### src/rtl/td4_prog_mem_pkg.sv
// ============================================================================
//  Module      : td4_pkg
//  Description : Shared types and default widths for the TD4 program memory.
//  Revision    : 1.0 - initial release
// ============================================================================
`default_nettype none

package td4_pkg;

  // Default geometry: 16 words of 4-bit opcode + 4-bit immediate
  localparam int TD4_ADDR_W = 4;
  localparam int TD4_OP_W   = 4;
  localparam int TD4_IMM_W  = 4;

  // Controller states
  typedef enum logic [0:0] {
    IDLE = 1'b0,
    LOAD = 1'b1
  } td4_state_e;

endpackage : td4_pkg

`default_nettype wire

### src/rtl/td4_prog_mem_if.sv
// ============================================================================
//  Module      : td4_prog_mem_if
//  Description : Load-stream and fetch bus for the TD4 program memory.
//                The parity_err signal exists only when
//                TD4_PROG_MEM_PARITY_EN is defined.
//  Revision    : 1.0 - initial release
// ============================================================================
`default_nettype none

interface td4_prog_mem_if
  import td4_pkg::*;
#(
  parameter int ADDR_W = TD4_ADDR_W,
  parameter int OP_W   = TD4_OP_W,
  parameter int IMM_W  = TD4_IMM_W
) ();

  // Load stream
  logic              load_start;
  logic [ADDR_W-1:0] load_base;
  logic [ADDR_W:0]   load_len;
  logic              load_valid;
  logic              load_ready;
  logic [OP_W-1:0]   load_op;
  logic [IMM_W-1:0]  load_imm;
  logic              load_done;
  logic              busy;

  // Fetch port
  logic              fetch_en;
  logic [ADDR_W-1:0] fetch_addr;
  logic [OP_W-1:0]   fetch_op;
  logic [IMM_W-1:0]  fetch_imm;
  logic              fetch_valid;

`ifdef TD4_PROG_MEM_PARITY_EN
  logic              parity_err;

  modport master (
    output load_start, load_base, load_len, load_valid, load_op, load_imm,
    output fetch_en, fetch_addr,
    input  load_ready, load_done, busy,
    input  fetch_op, fetch_imm, fetch_valid, parity_err
  );

  modport slave (
    input  load_start, load_base, load_len, load_valid, load_op, load_imm,
    input  fetch_en, fetch_addr,
    output load_ready, load_done, busy,
    output fetch_op, fetch_imm, fetch_valid, parity_err
  );
`else
  modport master (
    output load_start, load_base, load_len, load_valid, load_op, load_imm,
    output fetch_en, fetch_addr,
    input  load_ready, load_done, busy,
    input  fetch_op, fetch_imm, fetch_valid
  );

  modport slave (
    input  load_start, load_base, load_len, load_valid, load_op, load_imm,
    input  fetch_en, fetch_addr,
    output load_ready, load_done, busy,
    output fetch_op, fetch_imm, fetch_valid
  );
`endif

endinterface : td4_prog_mem_if

`default_nettype wire

### src/rtl/td4_mem_array.sv
// ============================================================================
//  Module      : td4_mem_array
//  Description : DEPTH x DATA_W storage with synchronous write and a
//                synchronous, enable-gated read register. No reset: the
//                contents and the read register survive a system reset.
//  Revision    : 1.0 - initial release
// ============================================================================
`default_nettype none

module td4_mem_array #(
  parameter int ADDR_W = 4,
  parameter int DATA_W = 8
) (
  input  logic              clk,
  input  logic              we,
  input  logic [ADDR_W-1:0] waddr,
  input  logic [DATA_W-1:0] wdata,
  input  logic              re,
  input  logic [ADDR_W-1:0] raddr,
  output logic [DATA_W-1:0] rdata
);

  localparam int DEPTH = 2 ** ADDR_W;

  logic [DATA_W-1:0] mem [DEPTH];

  // Write port and read register; the read register holds while re is low
  always_ff @(posedge clk) begin
    if (we) begin
      mem[waddr] <= wdata;
    end
    if (re) begin
      rdata <= mem[raddr];
    end
  end

endmodule : td4_mem_array

`default_nettype wire

### src/rtl/td4_prog_mem.sv
// ============================================================================
//  Module      : td4_prog_mem
//  Description : TD4 program memory. Streams a program in through a
//                handshaked load port (auto-incrementing, wrapping write
//                pointer) and serves the CPU fetch port with one-cycle
//                latency. Optional even-parity protection of each word is
//                enabled by defining TD4_PROG_MEM_PARITY_EN.
//  Revision    : 1.0 - initial release
// ============================================================================
`default_nettype none

module td4_prog_mem
  import td4_pkg::*;
#(
  parameter int ADDR_W = TD4_ADDR_W,
  parameter int OP_W   = TD4_OP_W,
  parameter int IMM_W  = TD4_IMM_W
) (
  input logic          clk,
  input logic          rst,
  td4_prog_mem_if.slave bus
);

  localparam int WORD_W = OP_W + IMM_W;
`ifdef TD4_PROG_MEM_PARITY_EN
  localparam int STORE_W = WORD_W + 1;
`else
  localparam int STORE_W = WORD_W;
`endif

  localparam logic [0:0] ST_IDLE = 1'(IDLE);
  localparam logic [0:0] ST_LOAD = 1'(LOAD);

  logic [0:0]        state;
  logic [ADDR_W-1:0] ptr;
  logic [ADDR_W:0]   remaining;
  logic              load_done_q;
  logic              fetch_valid_q;
  // Set by the first fetch after reset; until then the fetch outputs read
  // as zero because the unreset read register may hold stale data.
  logic              have_data;

  logic              in_idle;
  logic              in_load;
  logic              accept;
  logic              fetch_go;
  logic              len_zero;
  logic [WORD_W-1:0] wr_word;
  logic [STORE_W-1:0] wr_data;
  logic [STORE_W-1:0] rd_data;

  assign in_idle  = (state == ST_IDLE);
  assign in_load  = (state == ST_LOAD);
  assign accept   = in_load && bus.load_valid;
  assign fetch_go = in_idle && bus.fetch_en;
  assign len_zero = (bus.load_len == '0);
  assign wr_word  = {bus.load_op, bus.load_imm};

`ifdef TD4_PROG_MEM_PARITY_EN
  // Stored parity bit makes the XOR over the whole stored word zero
  assign wr_data  = {^wr_word, wr_word};
`else
  assign wr_data  = wr_word;
`endif

  // Load controller: burst start, pointer/counter update, done pulse
  always_ff @(posedge clk or posedge rst) begin
    if (rst) begin
      state       <= ST_IDLE;
      ptr         <= '0;
      remaining   <= '0;
      load_done_q <= 1'b0;
    end else begin
      load_done_q <= 1'b0;
      case (state)
        ST_IDLE: begin
          if (bus.load_start) begin
            if (len_zero) begin
              load_done_q <= 1'b1;
            end else begin
              state     <= ST_LOAD;
              ptr       <= bus.load_base;
              remaining <= bus.load_len;
            end
          end
        end
        ST_LOAD: begin
          if (accept) begin
            // ADDR_W-bit add wraps DEPTH-1 -> 0 on its own
            ptr       <= ptr + ADDR_W'(1);
            remaining <= remaining - (ADDR_W + 1)'(1);
            if (remaining == (ADDR_W + 1)'(1)) begin
              state       <= ST_IDLE;
              load_done_q <= 1'b1;
            end
          end
        end
        default: begin
          state <= ST_IDLE;
        end
      endcase
    end
  end

  // Fetch status: valid follows a serviced request by one cycle
  always_ff @(posedge clk or posedge rst) begin
    if (rst) begin
      fetch_valid_q <= 1'b0;
      have_data     <= 1'b0;
    end else begin
      fetch_valid_q <= fetch_go;
      if (fetch_go) begin
        have_data <= 1'b1;
      end
    end
  end

  td4_mem_array #(
    .ADDR_W (ADDR_W),
    .DATA_W (STORE_W)
  ) u_mem (
    .clk   (clk),
    .we    (accept),
    .waddr (ptr),
    .wdata (wr_data),
    .re    (fetch_go),
    .raddr (bus.fetch_addr),
    .rdata (rd_data)
  );

  assign bus.load_ready  = in_load;
  assign bus.busy        = in_load;
  assign bus.load_done   = load_done_q;
  assign bus.fetch_valid = fetch_valid_q;
  assign bus.fetch_op    = have_data ? rd_data[WORD_W-1:IMM_W] : '0;
  assign bus.fetch_imm   = have_data ? rd_data[IMM_W-1:0]      : '0;

`ifdef TD4_PROG_MEM_PARITY_EN
  // Any odd XOR over the stored word means a flipped bit
  assign bus.parity_err  = have_data && (^rd_data);
`endif

endmodule : td4_prog_mem

`default_nettype wire

### src/flat_wrapper.sv
// flat-port wrapper written by rule: the top's interface ports become plain ports
module td4_prog_mem_flat import td4_pkg::*;
#(
  parameter int ADDR_W = TD4_ADDR_W,
  parameter int OP_W   = TD4_OP_W,
  parameter int IMM_W  = TD4_IMM_W
)
  (clk, rst, bus_load_start, bus_load_base, bus_load_len, bus_load_valid, bus_load_op, bus_load_imm, bus_fetch_en, bus_fetch_addr, bus_load_ready, bus_load_done, bus_busy, bus_fetch_op, bus_fetch_imm, bus_fetch_valid);
  td4_prog_mem_if #(.ADDR_W(ADDR_W), .OP_W(OP_W), .IMM_W(IMM_W)) bus_i ();
  input logic clk;
  input logic rst;
  input wire logic [$bits(bus_i.load_start)-1:0] bus_load_start;
  input wire logic [$bits(bus_i.load_base)-1:0] bus_load_base;
  input wire logic [$bits(bus_i.load_len)-1:0] bus_load_len;
  input wire logic [$bits(bus_i.load_valid)-1:0] bus_load_valid;
  input wire logic [$bits(bus_i.load_op)-1:0] bus_load_op;
  input wire logic [$bits(bus_i.load_imm)-1:0] bus_load_imm;
  input wire logic [$bits(bus_i.fetch_en)-1:0] bus_fetch_en;
  input wire logic [$bits(bus_i.fetch_addr)-1:0] bus_fetch_addr;
  output wire logic [$bits(bus_i.load_ready)-1:0] bus_load_ready;
  output wire logic [$bits(bus_i.load_done)-1:0] bus_load_done;
  output wire logic [$bits(bus_i.busy)-1:0] bus_busy;
  output wire logic [$bits(bus_i.fetch_op)-1:0] bus_fetch_op;
  output wire logic [$bits(bus_i.fetch_imm)-1:0] bus_fetch_imm;
  output wire logic [$bits(bus_i.fetch_valid)-1:0] bus_fetch_valid;
  assign bus_i.load_start = bus_load_start;
  assign bus_i.load_base = bus_load_base;
  assign bus_i.load_len = bus_load_len;
  assign bus_i.load_valid = bus_load_valid;
  assign bus_i.load_op = bus_load_op;
  assign bus_i.load_imm = bus_load_imm;
  assign bus_i.fetch_en = bus_fetch_en;
  assign bus_i.fetch_addr = bus_fetch_addr;
  assign bus_load_ready = bus_i.load_ready;
  assign bus_load_done = bus_i.load_done;
  assign bus_busy = bus_i.busy;
  assign bus_fetch_op = bus_i.fetch_op;
  assign bus_fetch_imm = bus_i.fetch_imm;
  assign bus_fetch_valid = bus_i.fetch_valid;
  td4_prog_mem #(.ADDR_W(ADDR_W), .OP_W(OP_W), .IMM_W(IMM_W)) u_core (.clk(clk), .rst(rst), .bus(bus_i));
endmodule
### config.mk
export PLATFORM = sky130hd
export DESIGN_NAME = td4_prog_mem_flat
export DESIGN_NICKNAME = d
export VERILOG_FILES = /design/src/rtl/td4_prog_mem_pkg.sv /design/src/rtl/td4_prog_mem_if.sv /design/src/rtl/td4_mem_array.sv /design/src/rtl/td4_prog_mem.sv /design/src/flat_wrapper.sv
export SDC_FILE = /design/constraint.sdc
export NUM_CORES = 1
export LEC_CHECK = 0
export BUFFER_PORTS_ARGS = -buffer_cell sky130_fd_sc_hd__buf_2
export CORE_MARGIN = 2
export CORE_UTILIZATION = 40
export DETAILED_ROUTE_END_ITERATION = 8
export SYNTH_ARGS = -nofsm -noshare
export SYNTH_HDL_FRONTEND = slang
export SYNTH_SLANG_ARGS = --single-unit
### constraint.sdc
create_clock -name clk -period 2.1 [get_ports clk]
set_clock_uncertainty 0.2 [all_clocks]
set_input_delay 0.315 -clock clk [delete_from_list [all_inputs] [get_ports clk]]
set_output_delay 0.315 -clock clk [all_outputs]
set_load 0.02 [all_outputs]
==> results.cfg, run 1 <==
[run_status]
outcome = completed

[worst_setup_path]
cpPeakStageDelay_ns = 0.56
cp.arrival_ns = 2.11
crit_type = primary input to register
cp_slowest_cell = or4_4
path_buf_inv = 2
crit_path_start_kind = primary input
crit_family = buffers and inverters
crit_chain = dlygate4sd3_1 > buf_2 > or4_4 > o21ba_4 > a221o_1
critical_path_required_ns = 2.19
crit_path_end_kind = register
path_max_fanout = 5

[synth]
ys_ff_latch = 149
yosysUniqueCellTypes = 35
synth_area_per_cell_sq_um = 18.9
synthTopCellsByArea = edfxtp_1, mux4_2, dfrtp_1
synthFlopType = edfxtp_1
syn_inst = 315
synth_top_area_share = 0.686
ys_seq_area_frac = 0.741
synth_edf_count = 136
syn-cell-area_sq_um = 5950
synth_warnings = 0
async_flop_share = 0.0872
synth_top_area_cell = edfxtp_1
synth_fp_nets = 347

[timing]
worst_slew_pin_slew_ns = 0.656
hold_viol = 0
clock.fmax_mhz = 495
maxSlewViolCount = 0
whs_ns = 0.0268
rsz0062_at_grt = false
finalSetupViolCount = 0
fin_setup_tns_ns = 0
final.setup.worst_slack_ns = 0.0788
period_minus_slack_ns = 2.02
relSlewSlack = 0.562
fin_crit_sh = 0.962

[route]
firstDrtPassIters = 4
drc = 0
via_count = 3162
antenna_left = 0
wl_per_cell_microns = 21.2
viasPerCell = 5.39
drtIter0Drc = 368
wirelength_mm = 12.4

[clock_tree]
clockRootBuffer = clkbuf_16
cts_max_level = 4
clkLatencyLatePin_ns = 0.41
cts_buffers = 17
clockBufferDepth = 2
cts_post_setup_buffers_inserted = 0
ctsResizeCount = 0
clk_pin_slew_worst_paths_ns = 0.05
cts_tree = done
postCtsHoldBufs = 6
clkSinkCount = 149

[placement]
placed_cells = 551
place_congestion = 0.787
place_hpwl_mm = 8.36
port-buffer-count = 37
place_ws_ns = -0.0320

[power]
cellLeakagePower_nw = 2.49
power.density_nw_per_um2 = 1050
p_total_mw = 7.45
vdd_drop_max_mv = 0.592

[grt]
grt_overflow_total = 0
grt_max_degree = 17
grt_usage = 0.168
grt_pass1_vias = 3300
grt_first_pass_wirelength_mm = 19.3
antenna_found_initial = 0

[cells_and_area]
nFillCells = 1241
multi_input_area_sq_um = 1450
syn2layout_area_growth_pct = 19.6
seq_area_sq_um = 4410
drive_gt1_frac = 0.308
final_net_count = 424
fin_cells = 587
final_common_cell = edfxtp_1
final_cell_mix = edfxtp_1, buf_2, mux4_2
diodes = 0

[flow_run]
drv_cap = 0

[floorplan]
ios = 38
dieArea_sq_um = 15900
die-height_microns = 126
start_util = 0.409
core_area_sq_um = 14500
rows = 44
die_x_microns = 126

[hold_path]
hold_path.class = primary input to register
==> final timing paths <==
| path | start | endpoint | slack (ns) | depth (start not counted) |
|---|---|---|---|---|
| min in group asynchronous | rst | u_core.bus.fetch_valid$_DFF_PP0_ | 0.33 | 3 |
| min | bus_load_len[1] | u_core.remaining[1]$_DFFE_PP0P_ | 0.03 | 3 |
| max | bus_load_len[3] | u_core.ptr[3]$_DFFE_PP0P_ | 0.08 | 5 |
| max reg2reg | u_core.bus.busy$_DFF_PP0_ | u_core.u_mem.mem[7][7]$_DFFE_PP_ | 0.24 | 5 |
| max in group asynchronous | rst | u_core.ptr[3]$_DFFE_PP0P_ | 0.94 | 3 |
| min reg2reg | u_core.remaining[3]$_DFFE_PP0P_ | u_core.remaining[3]$_DFFE_PP0P_ | 0.35 | 1 |
==> flip-flops by register name (all words and copies together), names as in the netlist <==
register,cells
u_core.bus.load_done,1
u_core.bus.fetch_valid,1
u_core.bus.busy,1
u_core.u_mem.mem,128
u_core.have_data,1
u_core.u_mem.rdata,8
u_core.remaining,5
u_core.ptr,4
==> cell families after synthesis <==
| family | after synthesis | synth area share |
|---|---|---|
| flops | 149 | 0.741 |
| compound gates | 36 | 0.0450 |
| buf+inv | 21 | 0.0162 |
| mux | 32 | 0.121 |
| simple gates | 70 | 0.0627 |
| xor+xnor | 1 | 0.00147 |
| fa+ha+maj | 6 | 0.0126 |
==> through the flow <==
step	cell area [sq um]	utilization
final	7120	0.490
after CTS	7120	0.490
after global routing	7120	0.490
after detailed placement	6550	0.451
after global placement	6550	0.451
after floorplan	5960	-
==> routing by layer <==
layer	global-route usage	routed length (microns)	vias up
met2	0.259	6020	87
met5	0	0	-
met1	0.234	5690	1640
li1	-	-	1421
met3	0.0446	530	14
met4	0.0575	210	0
==> worst register-to-register path, cell delays in order, from the launching register on <==
cell     delay [ns]
dfrtp_1        0.48
and2_1         0.30
nand2_1        0.08
nor2_1         0.16
and2_1         0.16
buf_4          0.18
==> synthesized netlist by cell type, types with 2 or more instances <==
cell type / count
buf_2: 2
edfxtp_1: 136
nand2b_1: 2
nand3_1: 3
nand2_1: 21
nor2_1: 6
mux4_2: 32
o22ai_1: 2
dfrtp_1: 13
o21ai_0: 4
a31oi_1: 4
and3_1: 5
inv_1: 5
a22oi_1: 18
a221oi_1: 2
and2_1: 20
nor3_1: 4
nor2b_1: 3
buf_1: 4
ha_1: 6
buf_4: 4
clkbuf_1: 6
==> layout make-up <==
cell class                      count  area share
Clock buffer                       21      0.0619
Clock inverter                      9     0.00897
Inverter                            5     0.00264
Multi-Input combinational cell    145       0.204
Sequential cell                   149       0.620
Tap cell                          184      0.0324
Timing Repair Buffer               74      0.0707
==> report_power, final <==
group	internal (mW)	switching (mW)	total [mW]
clock network	1.58	1.05	2.64
logic	0.454	0.617	1.07
registers	3.57	0.172	3.75
total	5.61	1.84	7.45
(Power assumes the default switching activity.)
==> inputs of run 2 (changes only) <==
CAP_MARGIN = 10   (was not set)
CTS_BUF_LIST = sky130_fd_sc_hd__clkbuf_8   (was not set)
SKIP_LAST_GASP = 1   (was not set)
==> run 2 against run 1 <==
Net effect:
- critical path depth did not move
- clock power is 31% lower
- routed wire length shrank 1.1%
- fmax is 1.0% higher
- power decreased by 11%
- sequential power barely moved
- combinational power is essentially flat
- utilization is 1.1 points lower
- design area shrank 2.3%
- first-iteration DRC count is 20% lower
- largest power group unchanged
- highest routed layer unchanged
==> results.cfg, run 2 (synthesis gave the netlist of run 1 again) <==
[timing]
fin_setup_tns_ns = 0
fin_crit_sh = 0.953
maxSlewViolCount = 0
hold_viol = 0
rsz0062_at_grt = false
final.setup.worst_slack_ns = 0.0988
relSlewSlack = 0.572
period_minus_slack_ns = 2.00
clock.fmax_mhz = 500
worst_slew_pin_slew_ns = 0.641
finalSetupViolCount = 0

[clock_tree]
clockRootBuffer = clkbuf_8
postCtsHoldBufs = 9
cts_tree = done
ctsResizeCount = 0
cts_buffers = 17
clockBufferDepth = 2
clkLatencyLatePin_ns = 0.43
cts_post_setup_buffers_inserted = 0
clk_pin_slew_worst_paths_ns = 0.07
clkSinkCount = 149
cts_max_level = 4

[hold_path]
hold_path.class = primary input to register
min_from = bus_load_base[1]

[cells_and_area]
top_register = u_core.u_mem.mem
final_common_cell = edfxtp_1
seq_area_sq_um = 4410
diodes = 0
largestRegisters = u_core.u_mem.mem: 128 flops, u_core.u_mem.rdata: 8 flops, u_core.remaining: 5 flops
syn2layout_area_growth_pct = 16.9
multi_input_area_sq_um = 1450
largest_reg_flops = 128
drive_gt1_frac = 0.305
final_net_count = 427
final_cell_mix = edfxtp_1, buf_2, mux4_2
nFillCells = 1260

[worst_setup_path]
crit_type = primary input to register
crit_chain = dlygate4sd3_1 > buf_2 > or4_4 > o21ba_4 > a221o_1
critical_path_required_ns = 2.21
crit_path_start_kind = primary input
crit_path_end_kind = register
path_max_fanout = 5
timing.rr.start = u_core.bus.busy$_DFF_PP0_
cpPeakStageDelay_ns = 0.56
cp_slowest_cell = or4_4
startpoint = bus_load_len[3]
cp.arrival_ns = 2.12

[grt]
grt_overflow_total = 0
grt_first_pass_wirelength_mm = 19.2
grt_max_degree = 17
grt_pass1_vias = 3263
antenna_found_initial = 0
grt_usage = 0.166

[floorplan]
dieArea_sq_um = 15900
die_x_microns = 126
core_area_sq_um = 14500
start_util = 0.409
ios = 38
rows = 44
die-height_microns = 126

[route]
drtIter0Drc = 293
wirelength_mm = 12.3
viasPerCell = 5.32
via_count = 3141
firstDrtPassIters = 5
wl_per_cell_microns = 20.9
drc = 0
antenna_left = 0

[run_status]
outcome = completed

[placement]
place_ws_ns = -0.0320
place_congestion = 0.787
port-buffer-count = 37
place_hpwl_mm = 8.36

[flow_run]
drv_cap = 0

[power]
power.density_nw_per_um2 = 953
cellLeakagePower_nw = 2.43
p_total_mw = 6.62
vdd_drop_max_mv = 0.408
[run 2: per-stage QoR]
stage	area (sq um)	util	hold slack (ns)	cells
after global placement	6550	0.451	0.226	551
after detailed placement	6550	0.451	0.216	551
after global routing	6950	0.478	0.0217	590
after CTS	6950	0.478	0.0114	590
after floorplan	5960	-	-0.00804	315
final	6950	0.478	0.0301	590
[run 2: final cells by class]
| class | instances | share of cell area |
|---|---|---|
| clock buffers | 17 | 0.0336 |
| clock inverters | 13 | 0.0113 |
| multi-input cells | 145 | 0.209 |
| repair buffers | 77 | 0.0766 |
| inverters | 5 | 0.00270 |
| well taps | 184 | 0.0331 |
| flip-flops and latches | 149 | 0.634 |
[run 2: per-layer routing]
metal,wire (microns),GRT usage,up-vias
met1,5560,0.234,1622
met3,500,0.0395,9
met5,0,0,-
met2,6130,0.262,84
met4,126,0.0485,0
li1,-,-,1426
[run 2: worst paths after layout]
| path | endpoint | cells past startpoint | slack (ns) |
|---|---|---|---|
| max | u_core.ptr[3]$_DFFE_PP0P_ | 5 | 0.1 |
| min | u_core.ptr[1]$_DFFE_PP0P_ | 3 | 0.03 |
| max reg2reg | u_core.u_mem.mem[7][1]$_DFFE_PP_ | 5 | 0.22 |
| min reg2reg | u_core.remaining[3]$_DFFE_PP0P_ | 1 | 0.35 |
| max in group asynchronous | u_core.ptr[3]$_DFFE_PP0P_ | 3 | 0.97 |
| min in group asynchronous | u_core.bus.fetch_valid$_DFF_PP0_ | 3 | 0.30 |
[run 2: worst max-delay path: cells and delay by family]
kind	cells	cell delay (ns)
buffers and inverters	2	0.66
AO/OA/AOI/OAI	2	0.58
AND/OR/NAND/NOR	1	0.56
[run 2: power by group]
| part | internal, mW | switching, mW |
|---|---|---|
| Combinational | 0.458 | 0.615 |
| Sequential | 3.57 | 0.171 |
| Clock | 0.873 | 0.936 |
| Total | 4.90 | 1.72 |
==> inputs of run 3 (changes only) <==
BUFFER_PORTS_ARGS = not set   (was -buffer_cell sky130_fd_sc_hd__buf_2)
DONT_BUFFER_PORTS = 1   (was not set)
SLEW_MARGIN = 10   (was not set)
==> run 3 against run 2 <==
Net effect:
- fmax rose by 2.0%
- first-iteration DRC count is 0.34% higher
- sequential share of layout area is 1.3 points higher
- worst setup slack gained 0.040 ns
- clock power is 5% higher
- non-clock buffer count decreased by 35
- power fell by 0.41%
- critical path type is now register to register
- critical endpoint is now u_core.bus.load_done$_DFF_PP0_
==> results.cfg, run 3 (synthesis gave the netlist of run 1 again) <==
[run_status]
outcome = completed

[placement]
place_hpwl_mm = 7.52
port-buffer-count = 0
placed_cell_area_sq_um = 6250
place_congestion = 0.760
placed_cells = 502

[power]
cellLeakagePower_nw = 2.29
vdd_drop_max_mv = 0.487
power.density_nw_per_um2 = 968
p_total_mw = 6.60

[timing]
whs_ns = 0.0462
maxSlewViolCount = 0
finalSetupViolCount = 0
period_minus_slack_ns = 1.96
fin_crit_sh = 0.934
rsz0062_at_grt = false
hold_viol = 0
worst_slew_pin_slew_ns = 0.632
clock.fmax_mhz = 510
relSlewSlack = 0.578

[route]
via_count = 2978
wl_per_cell_microns = 20.9
drc = 0
viasPerCell = 5.35
firstDrtPassIters = 4
drtIter0Drc = 294
antenna_left = 0
wirelength_mm = 11.7

[grt]
grt_overflow_total = 0
grt_first_pass_wirelength_mm = 18.0
antenna_found_initial = 0
grt_max_degree = 33
grt_usage = 0.157
grt_pass1_vias = 3154

[cells_and_area]
largest_reg_flops = 128
nFillCells = 1263
top_register = u_core.u_mem.mem
final_net_count = 392
final_common_cell = edfxtp_1
drive_gt1_frac = 0.220
final_cell_mix = edfxtp_1, mux4_2, dlygate4sd3_1
largestRegisters = u_core.u_mem.mem: 128 flops, u_core.u_mem.rdata: 8 flops, u_core.remaining: 5 flops
fin_cells = 557
syn2layout_area_growth_pct = 14.5
finalInstanceArea_sq_um = 6820
fin_util = 0.469
diodes = 0

[clock_tree]
clkSinkCount = 149
postCtsHoldBufs = 23
cts_post_setup_buffers_inserted = 0
cts_buffers = 17
clockBufferDepth = 2
clk_pin_slew_worst_paths_ns = 0.07
clkLatencyLatePin_ns = 0.42
cts_tree = done
cts_max_level = 4
ctsResizeCount = 0
clockRootBuffer = clkbuf_8

[worst_setup_path]
crit_path_start_kind = register
critical_path_required_ns = 2.27
cp.arrival_ns = 2.13
crit_path_end_kind = register
path_max_fanout = 3
crit_type = register to register

[floorplan]
die-height_microns = 126
core_area_sq_um = 14500
start_util = 0.409
rows = 44
die_x_microns = 126
dieArea_sq_um = 15900
ios = 38

[hold_path]
hold_path.class = primary input to register

[flow_run]
drv_cap = 0
[run 3: path summary, 6_finish.rpt]
path | startpoint | endpoint | slack [ns] | cells after the start
hold / removal | bus_load_valid | u_core.ptr[0]$_DFFE_PP0P_ | 0.05 | 2
setup reg to reg | u_core.remaining[1]$_DFFE_PP0P_ | u_core.bus.load_done$_DFF_PP0_ | 0.14 | 6
max in group asynchronous | rst | u_core.ptr[0]$_DFFE_PP0P_ | 1.08 | 2
hold reg to reg | u_core.remaining[3]$_DFFE_PP0P_ | u_core.remaining[3]$_DFFE_PP0P_ | 0.37 | 1
min in group asynchronous | rst | u_core.have_data$_DFFE_PP0P_ | 0.21 | 2
setup / recovery | u_core.remaining[1]$_DFFE_PP0P_ | u_core.bus.load_done$_DFF_PP0_ | 0.14 | 6
[run 3: cell type report]
class	count	area (sq um)	area share
Clock buffer	17	234	0.0343
Inverter	5	18.8	0.00275
Sequential cell	149	4410	0.647
Tap cell	184	230	0.0338
Clock inverter	15	100	0.0147
Timing Repair Buffer	42	373	0.0547
Multi-Input combinational cell	145	1450	0.213
[run 3: report_power, final]
group          leakage, nW  switching, mW  total, mW  internal, mW
Combinational        0.735          0.558      0.973         0.415
Clock                0.177           1.00       1.90         0.897
Sequential            1.38          0.158       3.73          3.57
[run 3: stage by stage]
stage	TNS [ns]	setup slack, ns
final	0	0.139
after global routing	0	0.0609
after CTS	0	0.139
after detailed placement	0	0.318
after global placement	0	0.336
after floorplan	-0.234	-0.0218
[run 3: layer usage]
layer | vias up | global-route usage | wire length, microns
met5 | - | 0 | 0
met1 | 1544 | 0.207 | 5140
li1 | 1353 | - | -
met3 | 5 | 0.0438 | 533
met2 | 76 | 0.254 | 5920
met4 | 0 | 0.0524 | 67
[run 3: critical path, stage by stage (launching register included)]
cell	delay, ns
dfrtp_1	0.40
inv_1	0.09
ha_1	0.14
nor4b_1	0.27
nand2_1	0.12
o31ai_1	0.09
dlygate4sd3_1	0.59
